==> src/rtl/mips_pkg.sv <==
// Shared definitions for the multi-cycle MIPS control path: opcodes, FSM states,
// datapath select encodings and the control word handed to the datapath.
package mips_pkg;

  localparam logic [5:0] OP_RTYPE = 6'b000000;
  localparam logic [5:0] OP_LW    = 6'b100011;
  localparam logic [5:0] OP_SW    = 6'b101011;
  localparam logic [5:0] OP_BEQ   = 6'b000100;
  localparam logic [5:0] OP_ADDI  = 6'b001000;
  localparam logic [5:0] OP_J     = 6'b000010;

  typedef enum logic [3:0] {
    S_FETCH   = 4'd0,
    S_DECODE  = 4'd1,
    S_MEMADR  = 4'd2,
    S_MEMRD   = 4'd3,
    S_MEMWB   = 4'd4,
    S_MEMWR   = 4'd5,
    S_EXECUTE = 4'd6,
    S_ALUWB   = 4'd7,
    S_BRANCH  = 4'd8,
    S_ADDIEX  = 4'd9,
    S_ADDIWB  = 4'd10,
    S_JUMP    = 4'd11
  } state_t;

  localparam logic [1:0] SRCB_B       = 2'b00;
  localparam logic [1:0] SRCB_FOUR    = 2'b01;
  localparam logic [1:0] SRCB_SEXT    = 2'b10;
  localparam logic [1:0] SRCB_SEXTSH2 = 2'b11;

  localparam logic [1:0] ALUOP_ADD    = 2'b00;
  localparam logic [1:0] ALUOP_SUB    = 2'b01;
  localparam logic [1:0] ALUOP_FUNCT  = 2'b10;

  localparam logic [1:0] PCSRC_ALU    = 2'b00;
  localparam logic [1:0] PCSRC_ALUOUT = 2'b01;
  localparam logic [1:0] PCSRC_JUMP   = 2'b10;

  localparam int WAIT_CNT_W = 8;

  typedef struct packed {
    logic       memReq;
    logic       iorD;
    logic       memWrite;
    logic       irWrite;
    logic       regDst;
    logic       memtoReg;
    logic       regWrite;
    logic       aluSrcA;
    logic [1:0] aluSrcB;
    logic [1:0] aluOp;
    logic [1:0] pcSrc;
    logic       pcEn;
  } ctrl_t;

endpackage

==> src/rtl/mips_ctrl_outdec.sv <==
// Combinational state -> control word decoder. Moore outputs apart from the
// ready-qualified fetch strobes and the zero-qualified branch PC enable.
module mips_ctrl_outdec
  import mips_pkg::*;
(
  input  state_t state,
  input  logic   memReady,
  input  logic   zeroFlag,
  output ctrl_t  ctrl
);

  always_comb begin
    ctrl = '0;
    case (state)
      S_FETCH: begin
        ctrl.memReq  = 1'b1;
        ctrl.aluSrcB = SRCB_FOUR;
        ctrl.aluOp   = ALUOP_ADD;
        ctrl.pcSrc   = PCSRC_ALU;
        ctrl.irWrite = memReady;
        ctrl.pcEn    = memReady;
      end
      S_DECODE: begin
        ctrl.aluSrcB = SRCB_SEXTSH2;
        ctrl.aluOp   = ALUOP_ADD;
      end
      S_MEMADR: begin
        ctrl.aluSrcA = 1'b1;
        ctrl.aluSrcB = SRCB_SEXT;
        ctrl.aluOp   = ALUOP_ADD;
      end
      S_MEMRD: begin
        ctrl.memReq = 1'b1;
        ctrl.iorD   = 1'b1;
      end
      S_MEMWB: begin
        ctrl.memtoReg = 1'b1;
        ctrl.regWrite = 1'b1;
      end
      S_MEMWR: begin
        ctrl.memReq   = 1'b1;
        ctrl.iorD     = 1'b1;
        ctrl.memWrite = 1'b1;
      end
      S_EXECUTE: begin
        ctrl.aluSrcA = 1'b1;
        ctrl.aluSrcB = SRCB_B;
        ctrl.aluOp   = ALUOP_FUNCT;
      end
      S_ALUWB: begin
        ctrl.regDst   = 1'b1;
        ctrl.regWrite = 1'b1;
      end
      S_BRANCH: begin
        ctrl.aluSrcA = 1'b1;
        ctrl.aluSrcB = SRCB_B;
        ctrl.aluOp   = ALUOP_SUB;
        ctrl.pcSrc   = PCSRC_ALUOUT;
        ctrl.pcEn    = zeroFlag;
      end
      S_ADDIEX: begin
        ctrl.aluSrcA = 1'b1;
        ctrl.aluSrcB = SRCB_SEXT;
        ctrl.aluOp   = ALUOP_ADD;
      end
      S_ADDIWB: begin
        ctrl.regWrite = 1'b1;
      end
      S_JUMP: begin
        ctrl.pcSrc = PCSRC_JUMP;
        ctrl.pcEn  = 1'b1;
      end
      default: ctrl = '0;
    endcase
  end

endmodule

==> src/rtl/mips_multicycle_ctrl.sv <==
// Multi-cycle MIPS control FSM: state register, next-state logic, memory wait
// counter with optional timeout, and sticky illegal-opcode / timeout flags.
module mips_multicycle_ctrl
  import mips_pkg::*;
#(
  parameter int MEM_TIMEOUT = 15
) (
  input  logic       clock,
  input  logic       reset,
  input  logic [5:0] Opcode,
  input  logic       zeroFlag,
  input  logic       mem_ready,
  output logic       mem_req,
  output logic       IorD,
  output logic       MemWrite,
  output logic       IRWrite,
  output logic       RegDst,
  output logic       MemtoReg,
  output logic       RegWrite,
  output logic       ALUSrcA,
  output logic [1:0] ALUSrcB,
  output logic [1:0] ALUOp,
  output logic [1:0] PCSrc,
  output logic       PCEn,
  output logic       illegal_op,
  output logic       mem_timeout,
  output logic [3:0] state
);

  localparam logic [WAIT_CNT_W:0] TIMEOUT_LIMIT = (WAIT_CNT_W+1)'(MEM_TIMEOUT);

  state_t                stateReg, stateNext, decState;
  logic [WAIT_CNT_W-1:0] waitCntReg, waitCntNext;
  logic                  illegalReg, illegalNext;
  logic                  timeoutReg, timeoutNext;
  logic                  decReady;
  logic                  timeoutHit;
  ctrl_t                 ctrlWord;

  // During reset the decoder sees FETCH with no ready, so selects hold their
  // fetch values and the only remaining enable (memReq) is masked below.
  assign decState = reset ? S_FETCH : stateReg;
  assign decReady = mem_ready & ~reset;

  mips_ctrl_outdec u_outdec (
    .state    (decState),
    .memReady (decReady),
    .zeroFlag (zeroFlag),
    .ctrl     (ctrlWord)
  );

  assign timeoutHit = (MEM_TIMEOUT != 0) && ctrlWord.memReq && !mem_ready &&
                      (({1'b0, waitCntReg} + 9'd1) == TIMEOUT_LIMIT);

  always_comb begin
    stateNext   = stateReg;
    illegalNext = illegalReg;
    timeoutNext = timeoutReg | timeoutHit;
    case (stateReg)
      S_FETCH:   if (mem_ready) stateNext = S_DECODE;
                 else if (timeoutHit) stateNext = S_FETCH;
      S_DECODE: begin
        case (Opcode)
          OP_LW, OP_SW: stateNext = S_MEMADR;
          OP_RTYPE:     stateNext = S_EXECUTE;
          OP_BEQ:       stateNext = S_BRANCH;
          OP_ADDI:      stateNext = S_ADDIEX;
          OP_J:         stateNext = S_JUMP;
          default: begin
            stateNext   = S_FETCH;
            illegalNext = 1'b1;
          end
        endcase
      end
      S_MEMADR:  stateNext = (Opcode == OP_SW) ? S_MEMWR : S_MEMRD;
      S_MEMRD:   if (mem_ready) stateNext = S_MEMWB;
                 else if (timeoutHit) stateNext = S_FETCH;
      S_MEMWR:   if (mem_ready || timeoutHit) stateNext = S_FETCH;
      S_EXECUTE: stateNext = S_ALUWB;
      S_BRANCH:  stateNext = S_FETCH;
      S_ADDIEX:  stateNext = S_ADDIWB;
      default:   stateNext = S_FETCH;
    endcase
  end

  // Any state change (or a timeout re-entering FETCH) restarts the count; only
  // memory states ever increment it, and it saturates when timeout is off.
  always_comb begin
    waitCntNext = waitCntReg;
    if (stateNext != stateReg || timeoutHit)
      waitCntNext = '0;
    else if (ctrlWord.memReq && !mem_ready && waitCntReg != '1)
      waitCntNext = waitCntReg + 1'b1;
  end

  always_ff @(posedge clock) begin
    if (reset) begin
      stateReg   <= S_FETCH;
      waitCntReg <= '0;
      illegalReg <= 1'b0;
      timeoutReg <= 1'b0;
    end else begin
      stateReg   <= stateNext;
      waitCntReg <= waitCntNext;
      illegalReg <= illegalNext;
      timeoutReg <= timeoutNext;
    end
  end

  assign mem_req     = ctrlWord.memReq & ~reset;
  assign IorD        = ctrlWord.iorD;
  assign MemWrite    = ctrlWord.memWrite;
  assign IRWrite     = ctrlWord.irWrite;
  assign RegDst      = ctrlWord.regDst;
  assign MemtoReg    = ctrlWord.memtoReg;
  assign RegWrite    = ctrlWord.regWrite;
  assign ALUSrcA     = ctrlWord.aluSrcA;
  assign ALUSrcB     = ctrlWord.aluSrcB;
  assign ALUOp       = ctrlWord.aluOp;
  assign PCSrc       = ctrlWord.pcSrc;
  assign PCEn        = ctrlWord.pcEn;
  assign illegal_op  = illegalReg;
  assign mem_timeout = timeoutReg;
  assign state       = stateReg;

endmodule

==> config.mk <==
export PLATFORM = sky130hd
export DESIGN_NAME = mips_multicycle_ctrl
export DESIGN_NICKNAME = d
export VERILOG_FILES = /design/src/rtl/mips_pkg.sv /design/src/rtl/mips_ctrl_outdec.sv /design/src/rtl/mips_multicycle_ctrl.sv
export SDC_FILE = /design/constraint.sdc
export NUM_CORES = 1
export LEC_CHECK = 0
export BUFFER_PORTS_ARGS = -buffer_cell sky130_fd_sc_hd__buf_2
export CAP_MARGIN = 10
export CORE_UTILIZATION = 47
export CTS_CLUSTER_DIAMETER = 100
export CTS_CLUSTER_SIZE = 12
export DETAILED_ROUTE_END_ITERATION = 12
export PLACE_DENSITY = 0.78
export SYNTH_ARGS = -nofsm -noshare
export SYNTH_HDL_FRONTEND = slang
export SYNTH_HIERARCHICAL = 1
export SYNTH_SLANG_ARGS = --single-unit
==> constraint.sdc <==
create_clock -name clock -period 4.5 [get_ports clock]
set_input_delay 0.675 -clock clock [delete_from_list [all_inputs] [get_ports clock]]
set_output_delay 0.675 -clock clock [all_outputs]
set_load 0.02 [all_outputs]
Word level (Yosys, flattened, before mapping)
Index checks and enable logic that the tools add are counted.

Output and inout bits: 21. Memories: 0. Logic and storage cells: 72. Bits in latches: 0. RAM bits: 0. Bits in read-only memories: 0. Bits of input ports: 10. Register bits after elaboration: 14.

Add/subtract/negate cells: 2. Shifts and indexed selects: 0. Muxes and demuxes: 18. Eq/ne operators: 25. Multiply operators: 0. Magnitude comparators: 0. Bitwise logic cells: 5. Div/mod/pow operators: 0. Reduce and logical (&&, ||, !) cells: 18.

Operators by type and width (number): one-hot mux 4 bit (5 select lines) (2); one-hot mux 4 bit (7 select lines) (1); equality test 4 x 3 -> 1 bit (second input constant) (6); equality test 4 bit (second input constant) (5); 2-to-1 mux 4 bit (5); equality test 4 x 2 -> 1 bit (second input constant) (4); equality test 6 bit (second input constant) (2); adder 8 x 1 -> 9 bit (second input constant) (1); equality test 9 x 4 -> 1 bit (second input constant) (1); one-hot mux 3 bit (3 select lines) (1); adder 8 x 1 -> 8 bit (second input constant) (1); equality test 4 x 1 -> 1 bit (second input constant) (2); logical NOT 4 bit (2); 2-to-1 mux 1 bit (8); inequality test 8 bit (second input constant) (1); OR reduction 2 bit (4); equality test 6 x 2 -> 1 bit (second input constant) (1); equality test 6 x 3 -> 1 bit (second input constant) (1); equality test 6 x 4 -> 1 bit (second input constant) (1); logical NOT 6 bit (1); OR reduction 3 bit (2); OR reduction 6 bit (1); inequality test 4 bit (1); OR reduction 4 bit (1); other kinds (8) (13).

Logic depth before layout (Yosys ltp)
Gate-level depths: netlist of the first run.

Word-level depth: 12. Gate-level depth with buffers: 10. Gate-level depth less buffers: 9.

Hierarchy
Netlist of the first run, hierarchy kept.

Modules (own cells, without submodules): mips_multicycle_ctrl (times used 1, seq. area each 280.3 µm², area each 1053.5 µm², cells each 137); mips_ctrl_outdec (times used 1, seq. area each 0.0 µm², area each 244.0 µm², cells each 33).

Worst setup path after synthesis of the first run
Ideal clock, no wire load.

Path kind: input-to-output. Start: input reset. End: output mem_req. Stages on the path: 6. Arrival time: 1.922 ns. Slack: 1.903 ns. Buffers on the path: 2. Data required time: 3.825 ns. Cells stage by stage: clkbuf_1 > nor2_1 > buf_4 > nor4bb_1 > a31o_1 > nor2b_1.

RTL lines: start, declared (RTL line mips_multicycle_ctrl.sv:9) `input logic reset,`; end, declared (RTL line mips_multicycle_ctrl.sv:13) `output logic mem_req,`.

==> metrics.yaml, run 1 <==
yosys:
  synth.cell_area_sq_um: 1300
  async_flop_share_pct: 0
  synthFlopType: "dfxtp_1"
  yosys-top-cells-area: "dfxtp_1 (22%), nor2_1 (7.5%), xnor2_1 (5.4%)"
  synthDominantCellAreaShare_pct: 21.6
  ys_warn_count: 6
  ys_seq_area_share_pct: 21.6
  syn_area_per_cell_sq_um: 7.63
  syn_inst: 170
  syn-num-nets: 182
  synth_edf_count: 0
  synthMostInstantiatedCell: "nor2_1"
  yosys.area.top_type: "dfxtp_1"
  synth_seq_cells: 14
  synth.distinct_cells: 48
  yosys-top-cells-count: "nor2_1 (26), dfxtp_1 (14), nor3_1 (10)"
cells_and_area:
  register_area_sq_um: 280
  finalInstanceArea_sq_um: 1440
  nNetsFinal: 205
  finalNonFillerCells: 222
  fin_util_pct: 56.7
  multi_input_area_sq_um: 920
  area_growth_pct: 11.2
  diodes: 0
  drive_above_1_share_pct: 20.8
  fill_cells: 243
clocking:
  post_cts_resized: 0
  cts.sinks: 14
  path_clk_slew_ns: 0.08
  insertion_delay_ns: 0.28
  clock_path_buffers: 2
  ctsHoldBuffers: 0
  post_cts_buffers: 0
  cts_buffers: 3
  htree_levels: 1
  cts_tree: "built"
  cts_root_buffer: "clkbuf_4"
hold_path:
  hp-class: "flip-flop to flip-flop"
die:
  io_pins: 31
  die_w_um: 54.5
  start_util_pct: 51.0
  die-area_sq_um: 2970
  coreArea_sq_um: 2540
  num_rows: 18
  die_h_um: 54.5
power_and_ir_drop:
  p_leak_nw: 0.556
  totalPowerFinal_mw: 0.272
  p_per_area_nw_per_um2: 189
  irDropWorstVdd_uv: 140
critical_path:
  ff2ff_path_depth: 9
  r2r-end: "mem_timeout"
  crit_arrival_ns: 2.47
  r2r-start: "state[2]"
  regToRegSetupSlack_ns: 1.52
  worst_setup_path_end_kind: "primary output"
  crit_end: "mem_req"
  worstSetupStartpointType: "flip-flop"
  critical_path_class: "flip-flop to primary output"
  critPathRequiredTime_ns: 3.83
  startpoint: "state[2]"
  crit_fanout: 14
global_route:
  antenna_found_initial: 0
  first_global_vias: 1145
  grt_max_degree: 15
  grt_pass1_wl_um: 4650
  grt_usage_pct: 21.0
  grt_remaining_overflow: 0
place:
  placed_cell_area_sq_um: 1410
  io_buffer_count: 30
  pre_cts_slack_ns: 1.54
  gp_congestion: 0.956
  dp_cells: 218
  dp_hpwl_um: 2320
sta:
  setup_viol: 0
  holdWs_ns: 0.484
  hold_viol: 0
  tightest_slew_ns: 0.837
  finClkSkew_ns: 0.00796
  tns_ns: 0
  slew_headroom_pct: 44.0
  fmax_ghz: 0.318
  timing.final.ws_setup_ns: 1.35
  finalCriticalPeriod_ns: 3.15
  fin_crit_sh_pct: 70.0
  slew_violations: 0
  grt_setup_unrepaired: "no"
route:
  dr.pass1.iters: 4
  finalWirelength_um: 3040
  wl_per_cell_um: 13.7
  postRouteAntennaNets: 0
  drt_iter0_drc: 29
  route.detailed.drc: 0
  vias: 1300
  routed_via_density: 5.86
status:
  status: "completed"
flow_run:
  drv_cap: 0
==> cells by family after synthesis <==
family                   synth area share, %
buffers and inverters                   7.52
AO/OA/AOI/OAI                           19.5
XOR/XNOR                                8.10
adder cells (fa/ha/maj)                 1.93
AND/OR/NAND/NOR                         38.3
flip-flops                              21.6
multiplexers                            3.09
==> where the power goes <==
group          leakage (nW)  internal [mW]  switching, mW
sequential            0.113          0.126        0.00428
clock                0.0210         0.0492         0.0415
combinational         0.421         0.0200         0.0313
total                 0.556          0.195         0.0771
==> metal layers <==
layer / up-vias / part of all wire (%) / GRT usage [%]
met2: 26 / 53 / 39.2
met4: 0 / 0 / 3.85
met1: 618 / 43 / 24.3
met5: - / 0 / 0
li1: 656 / - / -
met3: 0 / 3.6 / 4.44
==> layout by cell type (no fill, tap or decap), drive strengths merged, types with 5 or more instances in the layout <==
cell | Yosys | final
a21oi | 8 | 8
buf | 8 | 30
dfxtp | 14 | 14
inv | 5 | 5
nand2 | 8 | 8
nand2b | 8 | 8
nand3 | 7 | 7
nor2 | 26 | 26
nor2b | 9 | 9
nor3 | 10 | 10
nor4 | 5 | 5
o21ai | 5 | 5
xnor2 | 8 | 8
==> worst max-delay path, stage by stage, from the launching register on <==
cell	delay (ns)
dfxtp_1	0.61
inv_1	0.20
nor2_1	0.69
nand2b_1	0.13
a31o_1	0.27
nor2b_1	0.13
buf_2	0.16
==> state kept, by name, indices dropped and copies added, names as in the netlist <==
name,cells
state,4
illegal_op,1
waitCntReg,8
mem_timeout,1
==> layout make-up <==
| cell class | instances | share of cell area (%) |
|---|---|---|
| clock buffers | 4 | 2.52 |
| multi-input cells | 139 | 63.7 |
| flip-flops and latches | 14 | 19.4 |
| well taps | 30 | 2.60 |
| inverters | 5 | 1.30 |
| repair buffers | 30 | 10.4 |
==> worst min path at each step <==
stage,slack (ns),end,cells past startpoint,start
5_1_grt,0.51,illegal_op,2,illegal_op
3_3_place_gp,0.47,illegal_op,2,illegal_op
6_report,0.48,illegal_op,2,illegal_op
3_5_place_dp,0.47,illegal_op,2,illegal_op
4_1_cts,0.49,illegal_op,2,illegal_op
2_1_floorplan,0.51,waitCntReg[5],2,waitCntReg[5]
(Power assumes the default switching activity.)
==> run 2: changes to the inputs <==
Settings changed: PLACE_DENSITY 0.78 to 0.81.
Clock period 4.5 ns to 2.7 ns, I/O delays scaled along.
==> metrics.yaml, run 2 (synthesized netlist as in run 1, its figures left out) <==
power_and_ir_drop:
  totalPowerFinal_mw: 0.468
  irDropWorstVdd_uv: 266
  p_per_area_nw_per_um2: 311
  p_leak_nw: 0.599
sta:
  grt_setup_unrepaired: "no"
  finalCriticalPeriod_ns: 2.31
  slew_headroom_pct: 57.2
  fin_crit_sh_pct: 85.7
  tightest_slew_ns: 0.633
  setup_viol: 0
  holdWs_ns: 0.442
  fmax_ghz: 0.432
  hold_viol: 0
  slew_violations: 0
  finClkSkew_ns: 0.00537
  tns_ns: 0
cells_and_area:
  drive_above_1_share_pct: 24.0
  finalInstanceArea_sq_um: 1500
  fill_cells: 253
  max_flop_register: "waitCntReg"
  layout_commonest_cell: "buf_2"
  largest_reg_flops: 8
  nNetsFinal: 213
  area_growth_pct: 15.8
  diodes: 0
  final_cell_mix: "buf_2 (30), nor2_1 (26), dfxtp_1 (14), nor3_1 (10), nor2b_1 (9)"
route:
  finalWirelength_um: 3000
  dr.pass1.iters: 5
  vias: 1310
  wl_per_cell_um: 13.1
  postRouteAntennaNets: 0
  routed_via_density: 5.70
  route.detailed.drc: 0
  drt_iter0_drc: 47
place:
  io_buffer_count: 30
  placed_cell_area_sq_um: 1470
  dp_hpwl_um: 2300
  gp_congestion: 0.868
clocking:
  cts_tree: "built"
  ctsHoldBuffers: 0
  post_cts_buffers: 0
  cts_buffers: 3
  cts.sinks: 14
  cts_root_buffer: "clkbuf_4"
  htree_levels: 1
  post_cts_resized: 0
  clock_path_buffers: 2
  path_clk_slew_ns: 0.10
  insertion_delay_ns: 0.30
critical_path:
  worst_setup_path_end_kind: "flip-flop"
  crit_slowest_cell: "nor2b_1"
  crit_fanout: 10
  crit_arrival_ns: 2.56
  critical_path_class: "flip-flop to flip-flop"
  critPathRequiredTime_ns: 2.95
  crit_chain: "nor2b_1 -> nor4bb_1 -> a31o_1 -> nand2b_1 -> nor4_1 -> nand3_1 -> nor2_1 -> o21ba_2"
  max_stage_delay_ns: 0.41
  worstSetupStartpointType: "flip-flop"
global_route:
  grt_most_used_layer: "met2"
  grt_usage_pct: 21.9
  grt_remaining_overflow: 0
  first_global_vias: 1090
  grtUsageMet2_pct: 35.8
  grt.met3_usage_pct: 5.83
  grt_max_degree: 14
  antenna_found_initial: 0
  use_met1_pct: 28.5
  grt_pass1_wl_um: 4820
die:
  die_h_um: 54.5
  die_w_um: 54.5
  die-area_sq_um: 2970
  start_util_pct: 51.0
  num_rows: 18
  coreArea_sq_um: 2540
  io_pins: 31
hold_path:
  hp-class: "input port to flip-flop"
status:
  status: "completed"
flow_run:
  drv_cap: 0
[run 2: changes by cell type in the layout (fill, tap and decap cells not counted)]
cell / delta
buf_4: +8
[run 2: layout make-up]
| class | count | area, sq um | share of cell area, % |
|---|---|---|---|
| Clock buffer | 4 | 36.3 | 2.41 |
| Timing Repair Buffer | 38 | 210 | 14.0 |
| Sequential cell | 14 | 280 | 18.7 |
| Inverter | 5 | 18.8 | 1.25 |
| Multi-Input combinational cell | 139 | 920 | 61.2 |
| Tap cell | 30 | 37.5 | 2.50 |
[run 2: critical path: cells and delay by family, from the launching register on]
kind,cells,cell delay (ns)
and+or+nand+nor,6,1.57
AOI/OAI and AO/OA,2,0.35
DFF,1,0.33
[run 2: report_power, final]
part / internal, mW / switching, mW / leakage [nW]
clock: 0.0823 / 0.0804 / 0.0210
combinational: 0.0353 / 0.0561 / 0.465
sequential: 0.210 / 0.00326 / 0.113
[run 2: worst paths after layout]
kind	startpoint	end	slack [ns]	cells after the start
setup reg to reg	state[0]	mem_timeout	0.39	8
setup / recovery	state[0]	mem_timeout	0.39	8
hold / removal	mem_ready	waitCntReg[7]	0.44	2
hold reg to reg	illegal_op	illegal_op	0.50	2
[run 2: metrics by stage]
| stage | worst slack, ns | utilization [%] | instances |
|---|---|---|---|
| floorplan | 0.315 | - | 170 |
| detailed placement | 0.136 | 57.6 | 226 |
| global route | 0.0569 | 59.0 | 230 |
| global placement | 0.317 | 57.6 | 226 |
| CTS | 0.406 | 59.0 | 230 |
| finish | 0.387 | 59.0 | 230 |
[run 2: layer usage]
layer | up-vias | wire (um)
li1 | 670 | -
met1 | 603 | 1400
met2 | 37 | 1460
met3 | 0 | 137
met4 | 0 | 0
met5 | - | 0
==> run 3: changes to the inputs <==
Settings changed: CTS_BUF_LIST set to sky130_fd_sc_hd__clkbuf_4, PLACE_DENSITY 0.81 to unset, PLACE_DENSITY_LB_ADDON set to 0.12.
Clock period 2.7 ns to 1.95 ns, I/O delays scaled along.
==> metrics.yaml, run 3 (synthesized netlist as in run 1, its figures left out) <==
global_route:
  antenna_found_initial: 0
  grt_usage_pct: 25.3
  grtUsageMet2_pct: 40.9
  grt_most_used_layer: "met2"
  grt.met3_usage_pct: 5.00
  grt_pass1_wl_um: 5440
  grt_max_degree: 14
  first_global_vias: 1246
  use_met1_pct: 33.0
  grt_remaining_overflow: 0
cells_and_area:
  diodes: 0
  fill_cells: 224
  finalNonFillerCells: 241
  multi_input_area_sq_um: 1000
  finalInstanceArea_sq_um: 1680
  largest_reg_flops: 8
  area_growth_pct: 29.5
  nNetsFinal: 224
  final_cell_mix: "buf_2 (25), nor2_1 (24), buf_4 (24), nor3_1 (10), dfxtp_1 (10)"
  drive_above_1_share_pct: 38.4
  max_flop_register: "waitCntReg"
  register_area_sq_um: 288
  fin_util_pct: 66.0
  layout_commonest_cell: "buf_2"
critical_path:
  worstSetupStartpointType: "flip-flop"
  worst_setup_path_end_kind: "primary output"
  crit_arrival_ns: 1.66
  r2r-end: "state[1]"
  r2r-start: "state[3]"
  regToRegSetupSlack_ns: 0.08
  ff2ff_path_depth: 8
  critPathRequiredTime_ns: 1.66
  crit_fanout: 4
  critical_path_class: "flip-flop to primary output"
die:
  num_rows: 18
  die_h_um: 54.5
  start_util_pct: 51.0
  io_pins: 31
  coreArea_sq_um: 2540
  die-area_sq_um: 2970
  die_w_um: 54.5
hold_path:
  hold_path_end: "waitCntReg[7]"
  min_from: "mem_ready"
  hp-class: "input port to flip-flop"
  whs_path_depth: 2
place:
  dp_hpwl_um: 2580
  gp_congestion: 0.844
  pre_cts_slack_ns: -0.0909
  dp_cells: 235
  io_buffer_count: 30
  placed_cell_area_sq_um: 1560
sta:
  hold_viol: 0
  holdWs_ns: 0.336
  fmax_ghz: 0.512
  finClkSkew_ns: 0.0192
  slew_violations: 0
  finalCriticalPeriod_ns: 1.95
  timing.final.ws_setup_ns: -0.00197
  tns_ns: -0.00197
  slew_headroom_pct: 73.0
  grt_setup_unrepaired: "yes"
  fin_crit_sh_pct: 100
  tightest_slew_ns: 0.399
  setup_viol: 1
power_and_ir_drop:
  totalPowerFinal_mw: 0.637
  p_per_area_nw_per_um2: 379
  p_leak_nw: 0.665
  irDropWorstVdd_uv: 341
clocking:
  ctsHoldBuffers: 0
  clock_path_buffers: 2
  cts.sinks: 14
  cts_tree: "built"
  cts_root_buffer: "clkbuf_4"
  path_clk_slew_ns: 0.10
  cts_buffers: 3
  insertion_delay_ns: 0.31
  htree_levels: 1
route:
  drt_iter0_drc: 21
  routed_via_density: 5.76
  vias: 1389
  finalWirelength_um: 3510
  wl_per_cell_um: 14.6
  dr.pass1.iters: 4
  postRouteAntennaNets: 0
  route.detailed.drc: 0
flow_run:
  drv_cap: 0
status:
  status: "finished with violations"
  violations: "negative setup slack"
## run 3: power breakdown
part	total [mW]	internal (mW)	switching, mW
clock	0.187	0.0749	0.113
combinational	0.155	0.0666	0.0884
sequential	0.295	0.290	0.00437
total	0.637	0.432	0.205
## run 3: how the worst max path moves through the flow
stage / start / to / cells after the start
after floorplan: state[3] / state[1] / 10
after global placement: reset / state[1] / 9
after detailed placement: reset / state[1] / 9
after CTS: state[1] / PCEn / 5
after global routing: state[1] / state[1] / 8
final: state[3] / mem_req / 5
## run 3: per-layer routing
metal	vias to the layer above	share of wire, %
met5	-	0
met4	0	1.7
met3	7	6.0
met2	52	47
met1	637	45
li1	693	-
## run 3: cell type report
class	instances	share of cell area, %
Clock buffer	3	1.34
Clock inverter	1	0.223
Tap cell	30	2.23
Multi-Input combinational cell	139	59.8
Sequential cell	14	17.1
Inverter	5	1.12
Timing Repair Buffer	49	18.2
## run 3: critical path, cell delays in order, from the launching register on
cell,delay [ns]
dfxtp_2,0.33
nor2b_2,0.16
nor4bb_2,0.29
a31o_1,0.19
nor2b_1,0.20
buf_4,0.17
## run 3: repair_timing
| action | in CTS | in global routing |
|---|---|---|
| endpoints found under the setup margin | 5 | 17 |
| buffers inserted | 2 | 0 |
| resized for setup | 6 | 16 |
| cloned | 0 | 0 |
| pin swaps | 1 | 5 |
